--- config.mk ---
export PLATFORM = sky130hd
export DESIGN_NAME = pwm_capture
export DESIGN_NICKNAME = d
export VERILOG_FILES = /design/src/rtl/pwm_capture.sv
export SDC_FILE = /design/constraint.sdc
export NUM_CORES = 1
export LEC_CHECK = 0
export ABC_AREA = 1
export BUFFER_PORTS_ARGS = -buffer_cell sky130_fd_sc_hd__buf_2
export CELL_PAD_IN_SITES_DETAIL_PLACEMENT = 0
export CELL_PAD_IN_SITES_GLOBAL_PLACEMENT = 2
export CORE_MARGIN = 5
export CORE_UTILIZATION = 32
export DETAILED_ROUTE_END_ITERATION = 8
export HOLD_SLACK_MARGIN = 0.06
export PLACE_DENSITY = 0.75
export SYNTH_ARGS = -nofsm -noshare
export SYNTH_HDL_FRONTEND = slang
export SYNTH_SLANG_ARGS = --single-unit
--- constraint.sdc ---
create_clock -name clkin -period 1.2 [get_ports clkin]
set_input_delay 0.24 -clock clkin [delete_from_list [all_inputs] [get_ports clkin]]
set_output_delay 0.24 -clock clkin [all_outputs]
set_load 0.05 [all_outputs]
--- src/rtl/pwm_capture.sv ---
// PWM receiver: measures high time and period of an asynchronous PWM input in clkin cycles,
// one sample per frame, with a timeout sample when the input stops toggling.
module pwm_capture #(
   parameter int unsigned CNT_W       = 8,
   parameter int unsigned SYNC_STAGES = 2,
   parameter int unsigned TIMEOUT     = 2 * (2 ** CNT_W),
   parameter int unsigned PER_W       = $clog2(TIMEOUT) + 1
) (
   input  logic             clkin,
   input  logic             reset_n,
   input  logic             pwm_in,
   output logic [PER_W-1:0] high_out,
   output logic [PER_W-1:0] period_out,
   output logic             sample_valid,
   output logic             no_edge,
   output logic             level_out
);

   localparam logic [PER_W-1:0] CNT_SAT = PER_W'(TIMEOUT);
   localparam logic [PER_W-1:0] CNT_ARM = PER_W'(TIMEOUT - 1);
   localparam logic [PER_W-1:0] CNT_ONE = PER_W'(1);

   typedef enum logic {
      IDLE    = 1'b0,
      MEASURE = 1'b1
   } state_t;

   logic [SYNC_STAGES-1:0] sync_q;
   logic                   prev_q;
   logic                   s_c;
   logic                   rise_c;
   logic [PER_W-1:0]       per_cnt;
   logic [PER_W-1:0]       hi_cnt;
   state_t                 state_q;
   state_t                 state_d;
   logic                   pub_meas_c;
   logic                   pub_to_c;

   assign s_c    = sync_q[SYNC_STAGES-1];
   assign rise_c = s_c & ~prev_q;

   // Synchroniser chain plus one delay flop for rising-edge detection
   always_ff @(posedge clkin or negedge reset_n) begin
      if (!reset_n) begin
         sync_q <= '0;
         prev_q <= 1'b0;
      end else begin
         sync_q <= {sync_q[SYNC_STAGES-2:0], pwm_in};
         prev_q <= s_c;
      end
   end

   // Period and high-time counters, restarted on every rising edge, saturating at TIMEOUT
   always_ff @(posedge clkin or negedge reset_n) begin
      if (!reset_n) begin
         per_cnt <= '0;
         hi_cnt  <= '0;
      end else if (rise_c) begin
         per_cnt <= CNT_ONE;
         hi_cnt  <= CNT_ONE;
      end else begin
         if (per_cnt != CNT_SAT) begin
            per_cnt <= per_cnt + CNT_ONE;
         end
         if (s_c && (hi_cnt != CNT_SAT)) begin
            hi_cnt <= hi_cnt + CNT_ONE;
         end
      end
   end

   always_ff @(posedge clkin or negedge reset_n) begin
      if (!reset_n) begin
         state_q <= IDLE;
      end else begin
         state_q <= state_d;
      end
   end

   // A rise always wins over the timeout; the timeout fires once because per_cnt saturates past it
   always_comb begin
      state_d    = state_q;
      pub_meas_c = 1'b0;
      pub_to_c   = 1'b0;
      if (rise_c) begin
         state_d    = MEASURE;
         pub_meas_c = (state_q == MEASURE);
      end else if (per_cnt == CNT_ARM) begin
         state_d  = IDLE;
         pub_to_c = 1'b1;
      end
   end

   // Published sample registers
   always_ff @(posedge clkin or negedge reset_n) begin
      if (!reset_n) begin
         high_out     <= '0;
         period_out   <= '0;
         sample_valid <= 1'b0;
         no_edge      <= 1'b0;
         level_out    <= 1'b0;
      end else begin
         sample_valid <= pub_meas_c | pub_to_c;
         if (pub_meas_c) begin
            high_out   <= hi_cnt;
            period_out <= per_cnt;
            no_edge    <= 1'b0;
            level_out  <= 1'b0;
         end else if (pub_to_c) begin
            high_out   <= '0;
            period_out <= '0;
            no_edge    <= 1'b1;
            level_out  <= s_c;
         end
      end
   end

endmodule
== Word level (Yosys, flattened, before mapping) ==
Cells that the tools add are included.
Widths: inputs -> output; s select.

* Bits in registers: 47
* Input port bits: 3
* Output and inout port bits: 23
* Logic and storage cells: 39

* Add/sub/neg operators: 2
* Equality and inequality tests: 3
* Mux-type cells: 16
* Bitwise operators: 3
* Reductions and logical operators: 5

{| class="wikitable"
|+ Operators with widths
! cell !! count
|-
| $mux 10 || 7
|-
| $add 10x1->10 const B || 2
|-
| $ne 10x10->1 const B || 2
|-
| $eq 10x9->1 const B || 1
|-
| $mux 1 || 9
|-
| $reduce_bool 2->1 || 4
|-
| $and 1x1->1 || 1
|-
| $logic_and 1x1->1 || 1
|-
| $not 1->1 || 1
|-
| $or 1x1->1 || 1
|}

== Depth between registers and ports, before layout ==
Gate-level depths: netlist of the first run.

* Word-level depth: 5
* Mapped depth: 10
* Depth with buffers taken out: 10

== Worst setup path before layout of the first run ==
Ideal clock, no wire load.

* Kind: register to register
* Start point: register per_cnt[0]
* End point: register high_out[5]
* Setup time: 0.122 ns
* Arrival time: 1.235 ns
* Data required time: 1.078 ns
* Slack: -0.157 ns
* Stages on the path, launching flop included: 8
* Buffers on the path: 1
* Clock period less this slack: 1.357 ns
* Cell sequence: dfrtp_1 ha_1 nand3_2 nor2_4 nand4_4 buf_6 nand3_2 o21ai_2

* Word-level cells in the longest chain between the ends: 4

{| class="wikitable"
|+ RTL lines
! element !! RTL line !! RTL
|-
| from (decl) || 32 || <nowiki>logic [PER_W-1:0] per_cnt;</nowiki>
|-
| from (signal assigned) || 63 || <nowiki>per_cnt <= per_cnt + CNT_ONE;</nowiki>
|-
| $eq 10x9->1 || 87 || <nowiki>end else if (per_cnt == CNT_ARM) begin</nowiki>
|-
| $mux 1 || 87 ||
|-
| $mux 1 || 84 || <nowiki>if (rise_c) begin</nowiki>
|-
| $reduce_bool 2->1 (no source line) || n/a ||
|-
| to (signal assigned) || 104 || <nowiki>high_out <= hi_cnt;</nowiki>
|-
| to (decl) || 12 || <nowiki>output logic [PER_W-1:0] high_out,</nowiki>
|}

No other way between the ends.
A chain may end at the register's enable or synchronous reset.

== Final worst setup path of the first run ==
* Start point: register hi_cnt[0]
* End point: register hi_cnt[6]

* Word-level cells in the longest chain between the ends: 3
* Elaborated cells between the ends (all ways): 6
* Classes of those cells: 1 x add/sub; 1 x eq/ne; 2 x mux; 2 x reduce/logical

{| class="wikitable"
|+ RTL lines
! element !! RTL line !! RTL
|-
| from (decl) || 33 || <nowiki>logic [PER_W-1:0] hi_cnt;</nowiki>
|-
| from (signal assigned) || 66 || <nowiki>hi_cnt <= hi_cnt + CNT_ONE;</nowiki>
|-
| $add 10x1->10 or $ne 10x10->1 (tied branches) || 66, 65 ||
|-
| $mux 10 or $logic_and 1x1->1 (tied branches) || 65 || <nowiki>if (s_c && (hi_cnt != CNT_SAT)) begin</nowiki>
|-
| $mux 10 or $reduce_bool 2->1 (tied branches) || n/a ||
|}

Several ways; a longest one is shown, not always the timed one. The select of a mux whose other input is x is not followed.

==> flow_summary.toml, run 1 <==
[sta]
finalSetupViolCount = 43
finalHoldViolCount = 0
worst_pin_slew_ps = 422.2
period_share = 1.238
setup_slack_ps = -286.0
fin_crit_ps = 1486
skew_ps = 5.233
slew_headroom = 0.7185
slew_violations = 0
rsz0062_at_grt = "yes"
fmax_ghz = 0.6729
tns_ps = -7652

[cells_and_area]
layout_common_cells = "buf_4 (57), nand2_1 (53), dfrtp_1 (47)"
nNetsFinal = 348
antenna_cells = 0
fill_cells = 713
finalNonFillerCells = 441
syn2layout_area_growth_pct = 50.43
drive_gt1_frac = 0.4883
final_common_cell = "buf_4"

[drt]
drt-initial-drc-count = 93
wl_per_cell_microns = 12.66
drt_first_pass_iters = 4
avgViaCountPerCell = 4.447
num_vias = 1961
drc = 0
wl_mm = 5.583
postRouteAntennaNets = 0

[cts]
clockBufferDepth = 2
clk_pin_slew_worst_paths_ps = 90
clk_latency_ps = 300
cts_buffers = 5
cts_root_buf = "clkbuf_8"
htreeDepth = 2
cts_tree = "done"
cts.sinks = 47

[die]
start_util = 0.3236
rows = 31
coreArea_sq_um = 7137
die_w_microns = 94.96
ios = 26
die_h_microns = 94.96
die_area_sq_um = 9016

[setup_path]
worst_path_max_delay_cell = "dfrtp_1"
path_class = "register to register"
critPathMostFrequentCell = "nand2_1"
slowest_delay_ps = 400
critPathArrivalTime_ps = 1680
crit_fanout = 6
critical_path_buf_inv_count = 3
crit_family = "simple AND/OR/NAND/NOR gates"
critPathRequiredTime_ps = 1390
path_cells = "inv_2 > ha_4 > nand2_2 > nor2_1 > nand2_1 > nor2_2 > nor2_4 > buf_12 > buf_4 > nand4_1 > nand2_1"
end_kind = "register"
start_kind = "register"

[logic_synthesis]
synth_cell_type_count = 26
syn_inst = 250
synth_nets = 257
syn_avg_cell_area_sq_um = 9.239
yosysTopAreaCell = "dfrtp_1"
synthTopCellsByArea = "dfrtp_1 (51%), nand2_1 (9.6%), nand3_1 (6.1%)"
synth_area_sq_um = 2310
ys_seq_elements = 47
synth_top_area_share = 0.5092
ys_seq_area_frac = 0.5092
ys_warn_count = 0

[run_status]
violations = "setup timing"
outcome = "complete, but fails checks"

[run]
maxCapViolCount = 0

[global_route]
grt_use_total = 0.1403
grt_overflow = 0
antenna_found_initial = 0
grt_pass1_wl_mm = 9.853
grt_start_max_net_pins = 21
grt_pass1_vias = 2006

[power]
leakagePower_nw = 1.700
max-vdd-ir-drop_mv = 0.6730
p_per_area_nw_per_um2 = 1186

[placed_design]
gp_congestion = 0.7612
dp.cells = 423
pre_cts_slack_ps = -283.7
port_buffers = 25
dpl.hpwl_mm = 4.113

[hold_path]
hold_path.class = "register to register"
==> timing repair <==
action	in CTS	in global routing
resized for setup	34	51
pin swaps	12	10
hold buffers	2	0
endpoints found under the setup margin	41	64
hold endpoints to repair	15	0
buffers inserted	6	8
==> per-layer routing <==
layer / wire length [microns] / track usage / up-vias
met3: 196 / 0.02311 / 6
li1: - / - / 1004
met1: 2752 / 0.1944 / 920
met4: 74 / 0.03966 / 0
met2: 2559 / 0.2255 / 31
met5: 0 / 0 / -
==> power by group <==
group | leakage [nW] | internal, mW | switching, mW
Sequential | 0.625 | 1.73 | 0.167
Clock | 0.0422 | 0.410 | 0.531
Combinational | 1.03 | 0.552 | 0.727
==> per-stage QoR <==
stage          power, mW  hold WS (ps)    util  instance area, sq um
6_report           4.119         359.9  0.4869                  3475
5_1_grt            4.402         385.1  0.4869                  3475
4_1_cts            4.027         363.0  0.4623                  3299
3_5_place_dp       2.962         200.6  0.4244                  3029
3_3_place_gp       2.948         197.4  0.4244                  3029
2_1_floorplan      2.510        -55.59       -                  2340
==> worst register-to-register path, cell delays in order (launching register included) <==
cell and delay (ps):
dfrtp_1 400, inv_2 80, ha_4 130, nand2_2 40, nor2_1 80, nand2_1 80
nor2_2 140, nor2_4 60, buf_12 130, buf_4 130, nand4_1 60, nand2_1 60
==> cell families after synthesis <==
kind of cell	share of synthesized area
fa+ha+maj	0.02167
xor+xnor	0.02275
flops	0.5092
compound gates	0.08179
buf+inv	0.06500
simple gates	0.2996
==> synth_stat cells, drive strengths merged <==
master / instances
o21a: 1
nor3: 1
inv: 24
nand2: 60
dfrtp: 47
nand4: 9
clkbuf: 2
nand3: 39
nor2: 22
o21ai: 22
a21oi: 6
xor2: 6
ha: 4
buf: 7
==> sequential cells by signal, indices dropped and copies added, names as in the netlist <==
| signal | cells |
|---|---|
| state_q | 1 |
| sync_q | 2 |
| level_out | 1 |
| prev_q | 1 |
| sample_valid | 1 |
| no_edge | 1 |
| per_cnt | 10 |
| high_out | 10 |
| period_out | 10 |
| hi_cnt | 10 |
==> worst paths after layout <==
check,from,end,slack (ps),cells past startpoint
max,hi_cnt[0],hi_cnt[6],-290,11
min,sync_q[0],sync_q[1],360,0
max reg2reg,hi_cnt[0],hi_cnt[6],-290,11
min reg2reg,sync_q[0],sync_q[1],360,0
max in group asynchronous,reset_n,hi_cnt[7],360,3
min in group asynchronous,reset_n,period_out[4],400,2
==> area by class of cell <==
cell class                 instances  area, sq um  area share
multi-input combinational        170         1194      0.3435
sequential                        47         1176      0.3385
tap                               99        123.9     0.03565
inverter                          24        95.09     0.02737
timing repair buffer              93        804.5      0.2315
clock inverter                     1        5.005    0.001440
clock buffer                       7        76.32     0.02197
Note: power is estimated with default switching activity, not from simulation.
==> run 2: changes to the inputs <==
- CORE_MARGIN: 5 -> 2
==> run 2 against run 1 <==
  * The run still ends with setup timing left
  * Non-clock buffer count shrank 8
  * Fmax grew 0.26%
  * Clock skew grew 5.6 ps
  * Critical endpoint is now hi_cnt[5]
  * Largest cell class is now sequential cells
==> flow_summary.toml, run 2 (synthesis results as in run 1) <==
[run_status]
outcome = "complete, but fails checks"
violations = "setup timing"

[setup_path]
critPathRequiredTime_ps = 1440
crit_fanout = 8
crit_path_start = "hi_cnt[0]"
critical_path.endpoint = "hi_cnt[5]"
start_kind = "register"
worstReg2RegStart = "hi_cnt[0]"
worstReg2RegEnd = "hi_cnt[5]"
rrSetupSlack_ps = -280
path_class = "register to register"
critPathArrivalTime_ps = 1720
end_kind = "register"
reg2reg_depth = 11

[drt]
m1WireLength_mm = 2.769
num_vias = 1942
wl_mm = 5.583
wl_per_cell_microns = 12.98
wl_met2_mm = 2.524
drc = 0
avgViaCountPerCell = 4.516
dr.max_layer_used = "met4"
drt-initial-drc-count = 96
postRouteAntennaNets = 0
met3WireLength_microns = 210
drt_first_pass_iters = 4

[placed_design]
gp_congestion = 0.8480
port_buffers = 25
dpl.hpwl_mm = 3.872

[sta]
rsz0062_at_grt = "yes"
worst_pin_slew_ps = 270.6
fin_crit_ps = 1482
setup_slack_ps = -282.2
finalHoldViolCount = 0
worst_hold_slack_ps = 362.8
period_share = 1.235
fmax_ghz = 0.6747
slew_violations = 0
tns_ps = -6843
slew_headroom = 0.8189
skew_ps = 10.81
finalSetupViolCount = 38

[die]
die_h_microns = 88.96
die_w_microns = 88.96
start_util = 0.3344
ios = 26
rows = 30
die_area_sq_um = 7913
coreArea_sq_um = 6907

[global_route]
antenna_found_initial = 0
grt_pass1_wl_mm = 9.177
grt_overflow = 0
grt_pass1_vias = 1857
grt_use_total = 0.1521
grt_start_max_net_pins = 48

[cells_and_area]
antenna_cells = 0
nNetsFinal = 340
final_common_cell = "nand2_1"
drive_gt1_frac = 0.4641
layout_common_cells = "nand2_1 (54), buf_4 (51), dfrtp_1 (47)"
syn2layout_area_growth_pct = 47.13

[run]
maxCapViolCount = 0

[cts]
cts_tree = "done"
htreeDepth = 2
clk_pin_slew_worst_paths_ps = 80
clockBufferDepth = 2
clk_latency_ps = 300
cts.sinks = 47
cts_buffers = 5
cts_root_buf = "clkbuf_8"

[power]
max-vdd-ir-drop_mv = 0.5766
leakagePower_nw = 1.658
p_per_area_nw_per_um2 = 1341
p_total_mw = 4.557

[hold_path]
hold_path.class = "register to register"
[run 2: changes by cell type in the layout (fill, tap and decap cells not counted), sizes merged]
cell,delta
buf,-11
bufinv,+2
clkinv,-1
clkbuf,+2
[run 2: what timing repair did]
item	CTS	global route
buffers inserted	6	3
gates cloned	0	0
hold endpoints to repair	48	0
setup endpoints to repair	44	60
pin swaps	10	7
hold buffers	2	0
resized for setup	39	27
[run 2: metal layers]
metal	up-vias	GRT usage
met5	-	0
met4	0	0.05292
met3	7	0.02308
met2	47	0.2307
met1	901	0.2217
li1	987	-
[run 2: layout make-up]
class | instances | area (sq um)
multi-input combinational | 170 | 1160
sequential | 47 | 1176
fill | 708 | 3508
clock buffer | 6 | 72.57
inverter | 24 | 97.59
clock inverter | 2 | 60.06
tap | 96 | 120.1
timing repair buffer | 85 | 711.9
[run 2: how the worst min path moves through the flow]
stage,startpoint,end,slack [ps],cells past startpoint
3_3_place_gp,reset_n,per_cnt[6],250,2
2_1_floorplan,reset_n,hi_cnt[0],-60,0
3_5_place_dp,reset_n,per_cnt[6],240,2
6_report,sync_q[0],sync_q[1],360,0
5_1_grt,sync_q[0],sync_q[1],380,0
4_1_cts,sync_q[0],sync_q[1],370,0
[run 2: report_power, final]
part	total, mW	leakage (nW)	switching, mW	internal, mW
combinational	1.29	0.967	0.739	0.553
clock	1.38	0.0654	0.543	0.833
sequential	1.89	0.625	0.156	1.73
[run 2: critical path, cell delays in order, from the launching register on]
cell and delay [ps]:
dfrtp_1 410, inv_2 90, ha_4 130, nand2_2 40, nor2_1 100, nand2_1 90
nor2_2 130, nor2_4 50, buf_12 130, nor2_8 140, nand2_1 60, nand2_1 60
[run 2: through the flow]
stage                     std cells  setup slack, ps    util  cell area (sq um)
after floorplan                 250           -154.5       -               2340
after global placement          414           -219.7  0.4315               2980
after global routing            430           -401.7  0.4920               3398
after CTS                       430           -272.1  0.4821               3329
after detailed placement        414           -247.3  0.4315               2980
final                           430           -282.2  0.4920               3398
==> run 3: changes to the inputs <==
- CORE_UTILIZATION: 32 -> 34
- CTS_BUF_LIST: unset -> sky130_fd_sc_hd__clkbuf_8
- CTS_CLUSTER_DIAMETER: unset -> 100
- PLACE_DENSITY: 0.75 -> 0.79
==> run 3 against run 2 <==
  * The run still ends with setup timing left
  * Via count is essentially flat
  * Power shrank 9.0%
  * First-iteration DRC count shrank 10%
==> flow_summary.toml, run 3 (synthesis results as in run 1) <==
[cells_and_area]
fill_cells = 661
nNetsFinal = 342
finalCoreUtilization = 0.5041
multi_input_area_sq_um = 1206
drive_gt1_frac = 0.5000
layout_common_cells = "buf_4 (53), nand2_1 (48), dfrtp_1 (46)"
regArea_sq_um = 1177
final_common_cell = "buf_4"
syn2layout_area_growth_pct = 45.83
antenna_cells = 0
finalNonFillerCells = 416

[global_route]
grt_overflow = 0
grt_pass1_vias = 1947
grt_use_total = 0.1628
grt_start_max_net_pins = 48
grt_pass1_wl_mm = 9.453
use_met2 = 0.2545
antenna_found_initial = 0
use_met1 = 0.2295
use_met3 = 0.03810
busiest_layer = "met2"

[hold_path]
min_to = "sync_q[1]"
hold-path-cell-count = 0
hp-start = "sync_q[0]"
hold_path.class = "register to register"

[drt]
drt_first_pass_iters = 4
postRouteAntennaNets = 0
drt-initial-drc-count = 86
wl_per_cell_microns = 13.66
wl_mm = 5.682
avgViaCountPerCell = 4.666
num_vias = 1941
drc = 0

[die]
ios = 26
die_area_sq_um = 7468
rows = 30
die_h_microns = 86.42
start_util = 0.3457
coreArea_sq_um = 6681
die_w_microns = 86.42

[setup_path]
reg2reg_depth = 8
crit_fanout = 3
worstReg2RegEnd = "hi_cnt[4]"
critPathRequiredTime_ps = 1400
worstReg2RegStart = "hi_cnt[0]"
critPathArrivalTime_ps = 1650
start_kind = "register"
end_kind = "register"
rrSetupSlack_ps = -250
path_class = "register to register"

[sta]
worst_pin_slew_ps = 294.6
period_share = 1.209
rsz0062_at_grt = "yes"
skew_ps = 7.152
tns_ps = -7201
finalHoldViolCount = 0
fin_crit_ps = 1451
slew_headroom = 0.8036
slew_violations = 0
finalSetupViolCount = 40
fmax_ghz = 0.6891
setup_slack_ps = -251.1
worst_hold_slack_ps = 356.1

[power]
max-vdd-ir-drop_mv = 0.5719
p_per_area_nw_per_um2 = 1231
leakagePower_nw = 1.654

[cts]
cts_buffers = 5
cts_root_buf = "clkbuf_8"
clockBufferDepth = 2
clk_latency_ps = 300
cts.sinks = 47
htreeDepth = 2
clk_pin_slew_worst_paths_ps = 90
cts_tree = "done"

[placed_design]
pre_cts_slack_ps = -279.6
dpl.hpwl_mm = 3.802
dp.cells = 397
gp_congestion = 0.8298
port_buffers = 25

[run]
maxCapViolCount = 0

[run_status]
violations = "setup timing"
outcome = "complete, but fails checks"
-- run 3: changes by cell type in the layout (fill, tap and decap cells not counted), moves of 2 or more --
cell | before | now
buf_4 | 51 | 53
bufinv_16 | 2 | 0
clkbuf_4 | 17 | 15
inv_2 | 3 | 5
nand2_1 | 54 | 48
nand2_2 | 5 | 11
nand3_1 | 17 | 15
nand3_2 | 19 | 21
nor2_1 | 14 | 12
nor2_4 | 4 | 6
-- run 3: metrics by stage --
stage	total power, mW	area [sq um]
CTS	3.988	3186
global placement	2.916	2953
global route	4.389	3368
detailed placement	2.935	2953
floorplan	2.510	2340
finish	4.146	3368
-- run 3: power breakdown --
part / internal (mW) / switching (mW)
clock: 0.394 / 0.546
combinational: 0.546 / 0.757
sequential: 1.74 / 0.167
-- run 3: timing repair --
item / CTS / global route
setup buffers: 8 / 4
setup endpoints to repair: 43 / 61
endpoints found under the hold margin: 48 / 0
pin swaps: 17 / 22
hold buffers: 2 / 0
gates cloned: 1 / 0
gates resized for setup: 24 / 55
-- run 3: how the worst max path moves through the flow --
stage                     startpoint       endpoint  slack, ps  depth (start not counted)
after floorplan           per_cnt[0]    high_out[5]       -150                          7
after global placement     hi_cnt[0]      hi_cnt[2]       -230                         11
after detailed placement   hi_cnt[1]      hi_cnt[9]       -280                         11
after CTS                  hi_cnt[1]      hi_cnt[9]       -240                         10
after global routing      per_cnt[0]  period_out[6]       -310                          7
final                      hi_cnt[0]      hi_cnt[4]       -250                          8
-- run 3: metal layers --
metal,wire [microns],part of all wire,vias up
met1,2737,0.48,920
met4,55,0.0097,0
met5,0,0,-
li1,-,-,991
met2,2752,0.48,25
met3,135,0.024,5
-- run 3: final cells by class --
cell class,count,area share
clock buffers,5,0.02043
clock inverters,3,0.003715
inverters,24,0.02823
multi-input cells,171,0.3581
flip-flops and latches,47,0.3496
well taps,80,0.02972
repair buffers,86,0.2103
-- run 3: critical path, cell delays in order (launching register included) --
cell     delay [ps]
dfrtp_1         400
buf_4           140
ha_1            220
nand3_1         160
buf_4           140
xor2_1          130
nor2_1           50
nand2_1          60
nand2_1          50
